===== config.mk =====
export PLATFORM = sky130hd
export DESIGN_NAME = fetch_buffer
export DESIGN_NICKNAME = d
export VERILOG_FILES = /design/src/rtl/fetch_buffer.sv
export SDC_FILE = /design/constraint.sdc
export NUM_CORES = 1
export LEC_CHECK = 0
export CAP_MARGIN = 15
export CORE_MARGIN = 3
export CORE_UTILIZATION = 45
export CTS_BUF_LIST = sky130_fd_sc_hd__clkbuf_8
export DETAILED_ROUTE_END_ITERATION = 10
export PLACE_DENSITY = 0.8
export RECOVER_POWER = 50
export SKIP_LAST_GASP = 1
export SYNTH_ARGS = -nofsm -noshare
export SYNTH_HDL_FRONTEND = slang
export SYNTH_SLANG_ARGS = --single-unit
export TNS_END_PERCENT = 100

===== constraint.sdc =====
create_clock -name clk -period 6.4 [get_ports clk]
set_input_delay 1.28 -clock clk [delete_from_list [all_inputs] [get_ports clk]]
set_output_delay 1.28 -clock clk [all_outputs]
set_load 0.01 [all_outputs]

===== src/rtl/fetch_buffer.sv =====
// fetch_buffer
//   Instruction fetch front end: accepts fetch addresses, issues one
//   instruction-memory read at a time and queues {pc, instruction} pairs
//   in a small circular buffer for the decoder.
//
// Ports
//   clk, rst            clock (rising edge), asynchronous active-high reset
//   pc_in/pc_valid      fetch address from the PC; pc_ready = accept
//   flush               branch redirect: drop queue and in-flight response
//   mem_req/mem_addr    instruction memory request, word-aligned address
//   mem_gnt             request taken when mem_req & mem_gnt
//   mem_rvalid/rdata    read response
//   instr_valid/instr/  queue head (combinational from storage)
//   instr_pc
//   instr_ready         head popped when instr_valid & instr_ready
module fetch_buffer #(
  parameter int PC_WIDTH = 32,
  parameter int DEPTH    = 4
) (
  input  logic                clk,
  input  logic                rst,
  input  logic [PC_WIDTH-1:0] pc_in,
  input  logic                pc_valid,
  output logic                pc_ready,
  input  logic                flush,
  output logic                mem_req,
  output logic [PC_WIDTH-1:0] mem_addr,
  input  logic                mem_gnt,
  input  logic                mem_rvalid,
  input  logic [31:0]         mem_rdata,
  output logic                instr_valid,
  output logic [31:0]         instr,
  output logic [PC_WIDTH-1:0] instr_pc,
  input  logic                instr_ready
);

  localparam int PTR_W = (DEPTH > 1) ? $clog2(DEPTH) : 1;
  localparam int CNT_W = PTR_W + 1;
  localparam logic [CNT_W-1:0] DEPTH_C = CNT_W'(DEPTH);

  localparam logic [1:0] IDLE = 2'd0;
  localparam logic [1:0] REQ  = 2'd1;
  localparam logic [1:0] WAIT = 2'd2;
  localparam logic [1:0] DROP = 2'd3;

  logic [1:0]          state;
  logic [1:0]          state_nxt;
  logic                drop_pend;
  logic                drop_pend_nxt;
  logic [PC_WIDTH-1:0] addr;
  logic [PTR_W-1:0]    wr_ptr;
  logic [PTR_W-1:0]    rd_ptr;
  logic [CNT_W-1:0]    count;
  logic [31:0]         data_mem [DEPTH];
  logic [PC_WIDTH-1:0] pc_mem   [DEPTH];
  logic                accept;
  logic                push;
  logic                pop;
  logic [1:0]          unused_pc_lsb;

  // Byte offset of the fetch address is irrelevant for word fetches.
  assign unused_pc_lsb = pc_in[1:0];

  // A new fetch is only taken when the memory port is free and a queue slot
  // is guaranteed, so a response can always be pushed without a full check.
  // A same-cycle pop deliberately does not free a slot for the accept.
  assign pc_ready    = !rst && (state == IDLE) && (count < DEPTH_C) && !flush;
  assign accept      = pc_valid && pc_ready;
  assign mem_req     = (state == REQ);
  assign mem_addr    = addr;
  assign instr_valid = (count != '0);
  assign instr       = data_mem[rd_ptr];
  assign instr_pc    = pc_mem[rd_ptr];
  assign push        = (state == WAIT) && mem_rvalid && !flush;
  assign pop         = instr_valid && instr_ready && !flush;

  // A flush while the request is still waiting for grant cannot withdraw it;
  // drop_pend remembers that its response must be thrown away.
  always_comb begin
    state_nxt     = state;
    drop_pend_nxt = drop_pend;
    case (state)
      IDLE: begin
        if (accept) state_nxt = REQ;
      end
      REQ: begin
        if (mem_gnt) begin
          state_nxt     = (flush || drop_pend) ? DROP : WAIT;
          drop_pend_nxt = 1'b0;
        end else if (flush) begin
          drop_pend_nxt = 1'b1;
        end
      end
      WAIT: begin
        if (mem_rvalid)  state_nxt = IDLE;
        else if (flush)  state_nxt = DROP;
      end
      DROP: begin
        if (mem_rvalid) state_nxt = IDLE;
      end
      default: state_nxt = IDLE;
    endcase
  end

  // Control state: FSM, request address, queue pointers and occupancy.
  always_ff @(posedge clk or posedge rst) begin
    if (rst) begin
      state     <= IDLE;
      drop_pend <= 1'b0;
      addr      <= '0;
      wr_ptr    <= '0;
      rd_ptr    <= '0;
      count     <= '0;
    end else begin
      state     <= state_nxt;
      drop_pend <= drop_pend_nxt;
      if (accept) addr <= {pc_in[PC_WIDTH-1:2], 2'b00};
      if (flush) begin
        wr_ptr <= '0;
        rd_ptr <= '0;
        count  <= '0;
      end else begin
        if (push) wr_ptr <= wr_ptr + PTR_W'(1);
        if (pop)  rd_ptr <= rd_ptr + PTR_W'(1);
        case ({push, pop})
          2'b10:   count <= count + CNT_W'(1);
          2'b01:   count <= count - CNT_W'(1);
          default: ;
        endcase
      end
    end
  end

  // Queue storage: data only, never reset; validity comes from count.
  always_ff @(posedge clk) begin
    if (push) begin
      data_mem[wr_ptr] <= mem_rdata;
      pc_mem[wr_ptr]   <= addr;
    end
  end

endmodule


==> results of run 1 <==
==> layout make-up <==
type | count | area [um2]
well taps | 319 | 399
clock inverters | 32 | 128
multi-input cells | 145 | 2200
repair buffers | 164 | 1640
flip-flops and latches | 288 | 8460
fillers | 1721 | 9970
clock buffers | 48 | 661
inverters | 5 | 18.8
==> flip-flops by register name, indices dropped and copies added (netlist names) <==
signal	flops
wr_ptr	2
drop_pend	1
data_mem	128
count	3
mem_addr	30
pc_mem	120
rd_ptr	2
state	2
==> logic make-up after synthesis <==
family	synth area share
flip-flops	0.784
multiplexers	0.175
AND/OR/NAND/NOR	0.0138
buffers and inverters	0.0137
AO/OA/AOI/OAI	0.00371
adder cells (fa/ha/maj)	0.00650
XOR/XNOR	0.00325
other	0.000348
==> cell usage after synthesis <==
library cell,n,share of area
a21oi_1,3,0.0014
o31a_1,1,0.00081
xor2_1,1,0.00081
buf_4,4,0.0028
dfrtp_1,40,0.093
o21ai_0,2,0.00093
or3_1,1,0.00058
buf_2,7,0.0032
mux2_4,29,0.040
ha_1,4,0.0046
buf_6,3,0.0031
or4_1,1,0.00070
and2_1,5,0.0029
edfxtp_1,248,0.69
nand2_1,4,0.0014
or2_2,1,0.00058
mux2_2,3,0.0031
nor2_1,9,0.0031
a31oi_1,1,0.00058
inv_1,5,0.0017
nor2b_1,3,0.0017
mux2i_1,2,0.0019
buf_1,2,0.00070
nand3b_1,1,0.00070
nor3_1,2,0.00093
xnor2_1,3,0.0024
nand2_2,1,0.00058
nor2_2,1,0.00058
conb_1,1,0.00035
clkbuf_1,6,0.0021
mux4_2,62,0.13
fa_1,1,0.0019
==> per-layer routing <==
metal	global-route usage	routed length, um	vias up
li1	-	-	2253
met1	0.189	7970	2639
met2	0.271	10100	168
met3	0.0392	1120	37
met4	0.0454	361	0
met5	0	0	-
==> cell usage in the layout (no fill, tap or decap), drive strengths merged, types with 2 or more instances in the layout <==
cell type / instances
and2: 5
clkdlybuf4s50: 95
a21oi: 3
mux2i: 2
edfxtp: 248
xnor2: 3
conb: 4
nand2: 5
nor3: 2
dlygate4sd3: 68
ha: 4
clkinv: 13
mux4: 62
dfrtp: 40
nor2: 10
clkbuf: 48
nor2b: 3
o21ai: 2
mux2: 32
inv: 24
==> per-stage QoR <==
stage | hold slack [ps] | cell area [um2] | std cells | setup slack (ps) | total power [mW]
final | 545 | 13500 | 1001 | 1500 | 5.15
after floorplan | 491 | 10800 | 460 | 2930 | 3.23
after CTS | 548 | 13500 | 1001 | 1800 | 5.28
after global routing | 581 | 13500 | 1001 | 1220 | 5.41
after detailed placement | 535 | 12700 | 921 | 1900 | 3.93
after global placement | 514 | 12700 | 921 | 1940 | 3.88
==> how the worst max path moves through the flow <==
stage | from | endpoint | cells past startpoint
floorplan | mem_rvalid | data_mem[0][0]$_DFFE_PP_ | 3
global placement | flush | pc_ready | 4
detailed placement | flush | pc_ready | 4
CTS | rd_ptr[0]$_DFFE_PP0P_ | instr[26] | 3
global route | flush | pc_mem[3][3]$_DFFE_PP_ | 3
finish | flush | pc_mem[3][28]$_DFFE_PP_ | 3
==> where the power goes <==
part | switching, mW | internal (mW)
logic | 0.432 | 0.800
registers | 0.279 | 2.31
clock network | 0.642 | 0.689
==> worst register-to-register path, delay by kind of cell, from the launching register on <==
kind | cells | cell delay [ps]
AND/OR/NAND/NOR | 3 | 2840
flip-flops | 1 | 440
==> run summary, run 1 <==
The achievable clock frequency came out at 204 MHz. TritonCTS built the clock tree. The period utilization is 0.765.

Once the clock tree was built, the resizer swapped 0 gates to a different size. The die covers 25800 um2. The flow ran to the end, but the final reports show violations. Counting instances, the worst hold path has a depth of 0. The synthesized netlist occupies a cell area of 10800 um2.

After detailed routing, the number of remaining DRC violations is 0. 170 I/O pins were placed. Detailed placement ended at an HPWL of 11100 um.

Routability-driven placement finished with a final weighted congestion of 0.701. The slowest stage of the critical path is the and2_1 cell. The number of buffers added to fix hold violations after cts was 0; the final period demand of the worst path was 4900 ps. The run gives 0 as the number of antenna violations at the first check in global routing.

Detailed-router iteration count before antenna repair: 4. The worst register-to-register path begins at state[1]$_DFFE_PP0P_. The die extent in y was 161 um. The worst-case reg-to-reg path depth is 3.

The first global-routing pass estimated 31200 um of wire. The pin count of the biggest net entering global routing came out at 64. The number of buffers added on ports is 163. The peak fanout along the critical path was 62; the area added between synthesis and finish was 25.2%.

Startpoint type of the worst setup path: an input pin. The floorplan has 56 rows. At the later pin of the worst-skew pair, clock insertion delay measures 520 ps. The vias per cell was 5.09. The tools report the reg-to-reg endpoint as pc_mem[3][28]$_DFFE_PP_. The per-instance average area after synthesis was 23.6 um2. The hold path endpoint was pc_mem[2][25]$_DFFE_PP_. Maximum root-to-sink buffer count: 3. Setup violations remaining at the end of the flow were counted as 0. The worst hold path belongs to the class reg -> reg. Total number of vias: 5097. Walking the worst path, the cells encountered are dlygate4sd3_1 > nor3_1 > and2_1. The number of inserted diodes came out at 0.

The run gives 11.5 ps as the clock skew after layout. The worst hold path begins at mem_addr[27]$_DFFE_PP0P_. STA classifies the critical path endpoint as a flop. After technology mapping, the gate count stands at 457.

The leakage power was 4.66 nW; the highest cell delay on the worst timing path was 2380 ps. Clock-pin slew was measured on the worst setup and hold paths at 60 ps. From left edge to right edge, the die measures 161 um. The tools report the number of H-tree levels as 2. After global routing the overflow that remains totals 0. Setup repair after global routing left no endpoint under its margin.

Max-cap violations in this run came to 3. Broken down by cell family, the worst path's largest delay share belongs to simple AND/OR/NAND/NOR gates. Once detail routing completed, the nets flagged for antenna violations numbered 0. Counting flops and latches in the post-synthesis netlist gives 288. The run gives 0.154 as the overall global routing resource usage. Power density over the cells: 382 nW/um2. The logs give 167 for the max-slew violation count and 245 uV for the worst ir drop on vdd.

The tree is rooted in a clkbuf_8. Once the clock tree was built, the setup fixing pass inserted 0 buffers. For the total routed wirelength, the log shows 19500 um.

The worst setup path category was in -> reg. For this run, the number of Yosys warnings is 0. Dividing the detail-routed wire length by the instance count gives 19.5 um.

The total area inside the core boundary comes to 23500 um2. At the pin with the least slew margin, the transition time is 3250 ps. For the final routed database, the setup TNS stands at 0 ps. At the worst endpoint, the arrival time is 4950 ps.

Sequential share of the synthesized area: 0.784. The checks that failed: max-capacitance violations, max-slew violations. The clock sink count came out at 288.

Combined buffer and inverter count along the critical path: 1. For this block, the initial DRC count from the detailed router was 220. The total count of hold-check failures in the final report came out at 0. The number of global-route vias before repair came out at 5740. The net count reported at finish was 724; the ratio of cells with drive above 1 in the final layout was 0.229.

The count of distinct cell types in the synthesized netlist came out at 32. For the critical path required time, the log shows 6450 ps. The relative max-transition margin is -1.16, and the starting utilization of the core area is 0.459. The number of clock buffers added by TritonCTS is 44. The register-to-register path setup slack came out at 2550 ps. For the core utilization of the finished layout, the log shows 0.575.
No activity file was read; power rests on OpenSTA's default activity.
==> run 2: changes to the inputs <==
- PLACE_DENSITY: 0.8 -> 0.82
- clock period: 6.4 -> 4.3 ns (I/O delays scaled with it)
==> run 2 against run 1 <==
Compared with the run above: the flow still finishes with violations (max-capacitance violations, max-slew violations); utilization hardly changed; clock power up 49%; largest cell class unchanged; combinational power rose by 59%; critical endpoint is now pc_ready; count of clock-buffer cells in the layout stayed put.
==> run summary, run 2 (synthesized netlist as in run 1, its figures left out) <==
The flow ran to the end, but the final reports show violations. The checks that failed: max-capacitance violations, max-slew violations. The period utilization works out to 0.885. The tools report the buffer type at the clock tree root as clkbuf_8. In the layout the commonest cells are 248 x edfxtp_1, 98 x clkdlybuf4s50_1, 65 x dlygate4sd3_1. The I/O pin total was 170 (unchanged).

The accumulated negative setup slack was 0 ps (unchanged). The run gives 0.158 (+0.00432) as the overall global routing resource usage. The number of buffers added to fix hold violations after cts was 0 (unchanged).

The highest metal layer with signal wires was met4. The logs give 56 (unchanged) for the count of standard-cell rows and 1030 um (-7.6%) for the routed length on met3. The maximum root-to-sink buffer count is 3 (unchanged), and the area added between synthesis and finish is 25.2% (about the same). Ratio of cells with drive above 1 in the final layout: 0.220 (-0.00847). Max-slew violation count: 41 (-75%). The worst-path cell with the longest stage delay is or4_1.

The die extent in y came out at 161 um (unchanged). The peak fanout along the critical path was 13 (-79%); the transition time at the pin with the least slew margin was 1640 ps (-1600 ps). For the total routed wire length on the met1 layer, the log shows 8080 um (+1.4%).

The vias per cell was 5.13 (+0.71%). The run gives 0.575 (about the same) as the core utilization of the finished layout. The max-capacitance violation count was 1 (-2). The final routed wire length divided by cell count works out to 20.0 um (+2.3%).

The clock-pin slew of the registers on the worst-case setup and hold paths was 60 ps (about the same). The number of global-route vias before repair is 5742 (+0.035%). The highest cell delay on the worst timing path works out to 610 ps (-1770 ps). Most common cell after layout, fill and taps aside: edfxtp_1. The logs give 23500 um2 (unchanged) for the core outline area and 201 (-8.6%) for the count of routing violations after the opening detailed-route iteration. The logs give 4.63 nW (-0.71%) for the leakage power and 726 (+0.28%) for the net count reported at finish.

The number of inserted diodes was 0 (unchanged). The logs give 0 (unchanged) for the number of DRC violations after detailed routing and 0 (unchanged) for the number of endpoints failing setup at the final stage. The run gives 0 (unchanged) as the number of antenna violations at the first check in global routing.

Die width: 161 um (unchanged). For the placer congestion estimate, the log shows 0.698 (-0.46%). The worst ir drop on vdd was 318 uV (+30%). For the detailed-router iteration count before antenna repair, the log shows 4 (unchanged).

Total congestion overflow: 0 (unchanged). Worst setup path category: in -> out. The run gives 10500 um (+3.5%) as the detailed-routed wire length on met2.

TritonCTS built the clock tree. The number of buffers added on ports works out to 163 (unchanged). In this design, the largest share of critical-path delay is due to buffers and inverters. data_mem holds more flip-flops than any other register.

The number of instances resized during post-cts repair came out at 0 (unchanged). Walking the worst path, the cells encountered are dlygate4sd3_1 > clkbuf_1 > or4_1 > nor2_2 > clkdlybuf4s50_1. Starting utilization of the core area: 0.459 (unchanged). The clock sink count came out at 288 (unchanged). TritonCTS buffer count: 44 (unchanged).

The logs give 0 (unchanged) for the post-CTS setup-driven buffer insertion count and 0 (unchanged) for the remaining antenna violation count after routing. The tools report the post-detailed-placement half-perimeter wirelength as 11400 um (+3.2%). The flip-flop count of the largest register after layout is 128 (unchanged). The worst min-delay path category was reg -> reg. For the total routed wirelength, the log shows 20000 um (+2.2%). The run gives 1713 (-0.46%) as the fill cell instance count of the final layout.

The register-to-register path setup slack was 1660 ps (-890 ps); the worst-case hold slack was 539 ps (-5.66 ps). The combined buffer and inverter count along the critical path came out at 3 (+2). Based on the critical path, the design can be clocked at up to 263 MHz.

Number of H-tree levels: 2 (unchanged). For the pin count of the biggest net entering global routing, the log shows 65 (+1.6%). The global-route wire length before repair is 32000 um (+2.5%), and the relative max-transition margin is -0.0977 (+1.07). The worst setup path is captured at a primary output. STA classifies the critical path startpoint as an input pin.

The logs give 2940 ps (-2010 ps) for the data arrival time of the worst path and 0 (unchanged) for the total count of hold-check failures in the final report. The area of the die is 25800 um2 (unchanged). The power density over the cells was 568 nW/um2 (+49%).

The insertion delay of the later-clocked pin in the worst-skew pair was 520 ps (about the same); the total number of vias was 5128 (+0.61%). Counting I/O delays and the setup requirement, the final critical path takes 3800 ps. The run gives 13.6 ps (+2.15 ps) as the clock skew after layout. The critical path required time came out at 3440 ps (-3010 ps). Setup repair after global routing left no endpoint under its margin.
## run 2: cell count changes in the layout (fill, tap and decap cells not counted), sizes merged
cell,delta
buf,+1
clkbuf,+1
clkdlybuf4s50,+3
clkinv,-5
clkinvlp,+1
dlygate4sd3,-3
inv,+1
## run 2: where the power goes
group	total (mW)	switching, mW	internal, mW
combinational	1.95	0.769	1.18
clock	1.98	0.961	1.02
sequential	3.73	0.293	3.44
total	7.66	2.02	5.64
## run 2: worst paths after layout
kind | end | from | depth (start not counted)
worst max-delay path | pc_ready | flush | 5
worst min-delay path | pc_mem[2][28]$_DFFE_PP_ | mem_addr[30]$_DFFE_PP0P_ | 0
worst max register to register | mem_addr[27]$_DFFE_PP0P_ | state[0]$_DFFE_PP0P_ | 5
worst min register to register | pc_mem[2][28]$_DFFE_PP_ | mem_addr[30]$_DFFE_PP0P_ | 0
max in group asynchronous | rd_ptr[1]$_DFFE_PP0P_ | rst | 2
min in group asynchronous | mem_addr[2]$_DFFE_PP0P_ | rst | 2
## run 2: per-layer routing
layer  up-vias  global-route usage
li1       2256                   -
met1      2677               0.203
met2       157               0.270
met3        38              0.0353
met4         0              0.0524
met5         -                   0
## run 2: final cells by class
cell class | count | area (um2) | area share
Tap cell | 319 | 399 | 0.0296
Clock inverter | 29 | 118 | 0.00872
Sequential cell | 288 | 8460 | 0.627
Multi-Input combinational cell | 145 | 2180 | 0.161
Inverter | 5 | 18.8 | 0.00139
Timing Repair Buffer | 166 | 1660 | 0.123
Clock buffer | 48 | 661 | 0.0490
## run 2: worst reg2reg max path: stages (launching register included)
cell     delay (ps)
dfrtp_1         430
or4_1           580
nor2_2          130
nand2_1         540
buf_4           490
mux2_4          350
## run 2: through the flow
step / instance area, um2 / cells / worst slack [ps] / power (mW)
after floorplan: 10800 / 460 / 1250 / 4.81
after global placement: 12700 / 923 / 787 / 5.79
after detailed placement: 12700 / 923 / 769 / 5.87
after CTS: 13500 / 1000 / 759 / 7.87
after global routing: 13500 / 1000 / 390 / 8.04
final: 13500 / 1000 / 495 / 7.66
==> run 3: changes to the inputs <==
- ABC_AREA: unset -> 1
- PLACE_DENSITY: 0.82 -> unset
- PLACE_DENSITY_LB_ADDON: unset -> 0.12
==> run 3 against run 2 <==
Compared with the run above: the flow still finishes with violations (max-capacitance violations, max-slew violations); total power increased by 2.9%; design area rose by 2.6%; die area increased by 2.2%; utilization increased by 0.79 points; wire length grew 23%.
==> run summary, run 3 <==
The final period demand of the worst path is 3900 ps (+99.0 ps), and the setup slack after placement is 922 ps (+153 ps). The tools report the post-detailed-placement half-perimeter wirelength as 13500 um (+18%). The fraction of post-synthesis cell area in the top cell type by area is 0.675 (-0.0158). The tree is rooted in a clkbuf_8.

The tools report the number of instances resized during post-cts repair as 0 (unchanged). The run finished, with violations left. The tools report the pin count of the biggest net entering global routing as 86 (+32%). The transition time at the pin with the least slew margin was 2430 ps (+783 ps). The worst setup path is launched from a flop. The relative max-transition margin is -0.618 (-0.521). Total count of hold-check failures in the final report: 0 (unchanged). Sorting the synthesized cells by area gives the leading types as edfxtp_1 68%, dfrtp_1 9.1%, o21ai_0 5.9%, nor2_1 4.7%, o22ai_1 3.5%.

The clock-pin slew of the registers on the worst-case setup and hold paths was 60 ps (about the same); the total congestion overflow was 0 (unchanged). For the number of buffers added to fix hold violations after cts, the log shows 0 (unchanged). By instance count, the leading cell after synthesis is edfxtp_1. The vias per cell works out to 5.15 (+0.44%).

TritonCTS built the clock tree. The max-slew violation count is 41 (unchanged), and the insertion delay of the later-clocked pin in the worst-skew pair is 540 ps (+20 ps). The number of enable-type register cells in the synthesized netlist was 248 (unchanged). The logs give 38200 um (+19%) for the global-route wire length before repair and 1080 (+49%) for the net count reported at finish. The power density over the cells is 570 nW/um2 (+0.34%), and the maximum root-to-sink buffer count is 3 (unchanged). Largest register by flop count: data_mem. The run gives 6954 (+21%) as the number of global-route vias before repair. The I/O pin total was 170 (unchanged). The TritonCTS buffer count is 46 (+4.5%). The library cell used most frequently in the layout, excluding fill and tap cells, is edfxtp_1. Starting utilization of the core area: 0.464 (+0.00517). The cell accounting for the most synthesized area was edfxtp_1. The number of buffers added on ports came out at 163 (unchanged).

The count of distinct cell types in the synthesized netlist is 30 (-6.3%). The remaining antenna violation count after routing is 0 (unchanged). For the number of inserted diodes, the log shows 0 (unchanged).

Number of antenna violations at the first check in global routing: 1 (+1). The worst setup path category is reg -> out. The total number of yosys warnings is 0 (unchanged). Leaving out fill and tap cells, the most frequent cells in the layout are 248 x edfxtp_1, 133 x nor2_1, 132 x o21ai_0. The peak fanout along the critical path came out at 85 (+72). The fill cell instance count of the final layout was 1970 (+15%).

The count of routing violations after the opening detailed-route iteration was 574 (+190%). The ratio of cells with drive above 1 in the final layout was 0.0797 (-0.141). For the final worst slack, the log shows 396 ps (-99.0 ps). The tools report the overall global routing resource usage as 0.186 (+0.0277).

The number of DRC violations after detailed routing came out at 0 (unchanged). The run gives 0 ps (unchanged) as the accumulated negative setup slack. From synthesis to final layout, the design area changed by 25.5%. The total power came out at 7.89 mW (+2.9%).

The run gives 56 (unchanged) as the count of standard-cell rows. The tools report the total number of vias as 7010 (+37%). The final reports fail on max-capacitance violations, max-slew violations. The flip-flop count of the largest register after layout works out to 128 (unchanged). Setup repair after global routing left no endpoint under its margin. The logs give 0.766 (-0.0179) for the sequential share of the synthesized area and 3040 ps (+100 ps) for the data arrival time of the worst path.

The number of endpoints failing setup at the final stage is 0 (unchanged). The critical path endpoint category is a primary output. The logs give 26400 um2 (+2.2%) for the area of the die and 0.735 (+5.2%) for the placer congestion estimate. In the synthesized netlist, the cells that appear most often are 248 x edfxtp_1, 137 x nor2_1, 131 x o21ai_0. The async set-reset flop share out of synthesis was 0.139 (unchanged). The tools report the total routed wirelength as 24500 um (+23%). The number of synthesized register bits was 288 (unchanged). The per-instance average area after synthesis is 13.3 um2 (-44%), and the die extent in y is 163 um (+1.1%). The most used flip-flop cell after synthesis is edfxtp_1. The detailed-router iteration count before antenna repair is 5 (+1).

The total standard cell area after synthesis was 11000 um2 (+2.3%). The critical path required time came out at 3440 ps (about the same). The path class of the tightest hold or removal check is reg -> reg. The achievable clock frequency is 256 MHz (-2.5%), and the worst ir drop on vdd is 311 uV (-1.9%). For the max-capacitance violation count, the log shows 1 (unchanged). The clock skew after layout was 17.6 ps (+4.03 ps); the post-CTS setup-driven buffer insertion count was 0 (unchanged). The tools report the leakage power as 5.01 nW (+8.2%). The tools report the number of H-tree levels as 2 (unchanged). The worst-case hold slack is 482 ps (-56.5 ps). The period utilization was 0.908 (+0.0230). For the number of instances in the synthesized netlist, the log shows 828 (+81%). The core outline area is 23800 um2 (+1.2%), and the die width is 163 um (+1.1%). Final routed wire length divided by cell count: 18.0 um (-10%). The clock sink count came out at 288 (unchanged).
-- run 3: changes by cell type after synthesis, sizes merged, moves of 36 or more --
cell / delta
o21ai: +130
nor2: +128
nand2: +80
mux4: -62
o22ai: +62
nand3: +36
-- run 3: area by class of cell --
class | count | area [um2] | share of cell area
Clock buffer | 53 | 729 | 0.0527
Timing Repair Buffer | 178 | 1780 | 0.129
Tap cell | 319 | 399 | 0.0288
Inverter | 19 | 73.8 | 0.00533
Sequential cell | 288 | 8450 | 0.611
Clock inverter | 33 | 151 | 0.0109
Multi-Input combinational cell | 471 | 2250 | 0.162
-- run 3: layer usage --
metal | global-route usage | part of all wire
met5 | 0 | 0.00061
met4 | 0.0438 | 0.0093
met3 | 0.0458 | 0.057
met2 | 0.306 | 0.49
met1 | 0.251 | 0.44
-- run 3: through the flow --
step | cells | utilization | cell area (um2)
global route | 1361 | 0.583 | 13800
detailed placement | 1275 | 0.547 | 13000
global placement | 1275 | 0.547 | 13000
floorplan | 831 | - | 11000
finish | 1361 | 0.583 | 13800
CTS | 1361 | 0.584 | 13900
-- run 3: cells by family after synthesis --
group                      share of synthesized area
xor gates and xnor gates                    0.000794
DFF                                            0.766
adders and majority gates                    0.00635
buffers and inverters                         0.0312
AOI/OAI and AO/OA                             0.0979
and+or+nand+nor                               0.0976
other                                       0.000340
-- run 3: worst max-delay path: stages, from the launching register on --
cell and delay [ps]:
dfrtp_4 720, inv_4 430, buf_12 380, o21ai_0 120
o22ai_1 230, clkdlybuf4s50_1 590
-- run 3: where the power goes --
group / switching, mW / total [mW] / internal, mW
Clock: 1.00 / 2.18 / 1.18
Combinational: 1.03 / 1.98 / 0.949
Sequential: 0.312 / 3.72 / 3.41
Total: 2.35 / 7.89 / 5.54
-- run 3: path summary, 6_finish.rpt --
path | to | slack (ps) | from | cells past startpoint
setup / recovery | instr[20] | 400 | rd_ptr[0]$_DFFE_PP0P_ | 5
hold / removal | drop_pend$_DFFE_PP0P_ | 480 | drop_pend$_DFFE_PP0P_ | 2
setup reg to reg | mem_addr[2]$_DFFE_PP0P_ | 1440 | count[2]$_DFFE_PP0P_ | 7
hold reg to reg | drop_pend$_DFFE_PP0P_ | 480 | drop_pend$_DFFE_PP0P_ | 2
max in group asynchronous | rd_ptr[0]$_DFFE_PP0P_ | 870 | rst | 3
min in group asynchronous | mem_addr[19]$_DFFE_PP0P_ | 1700 | rst | 3
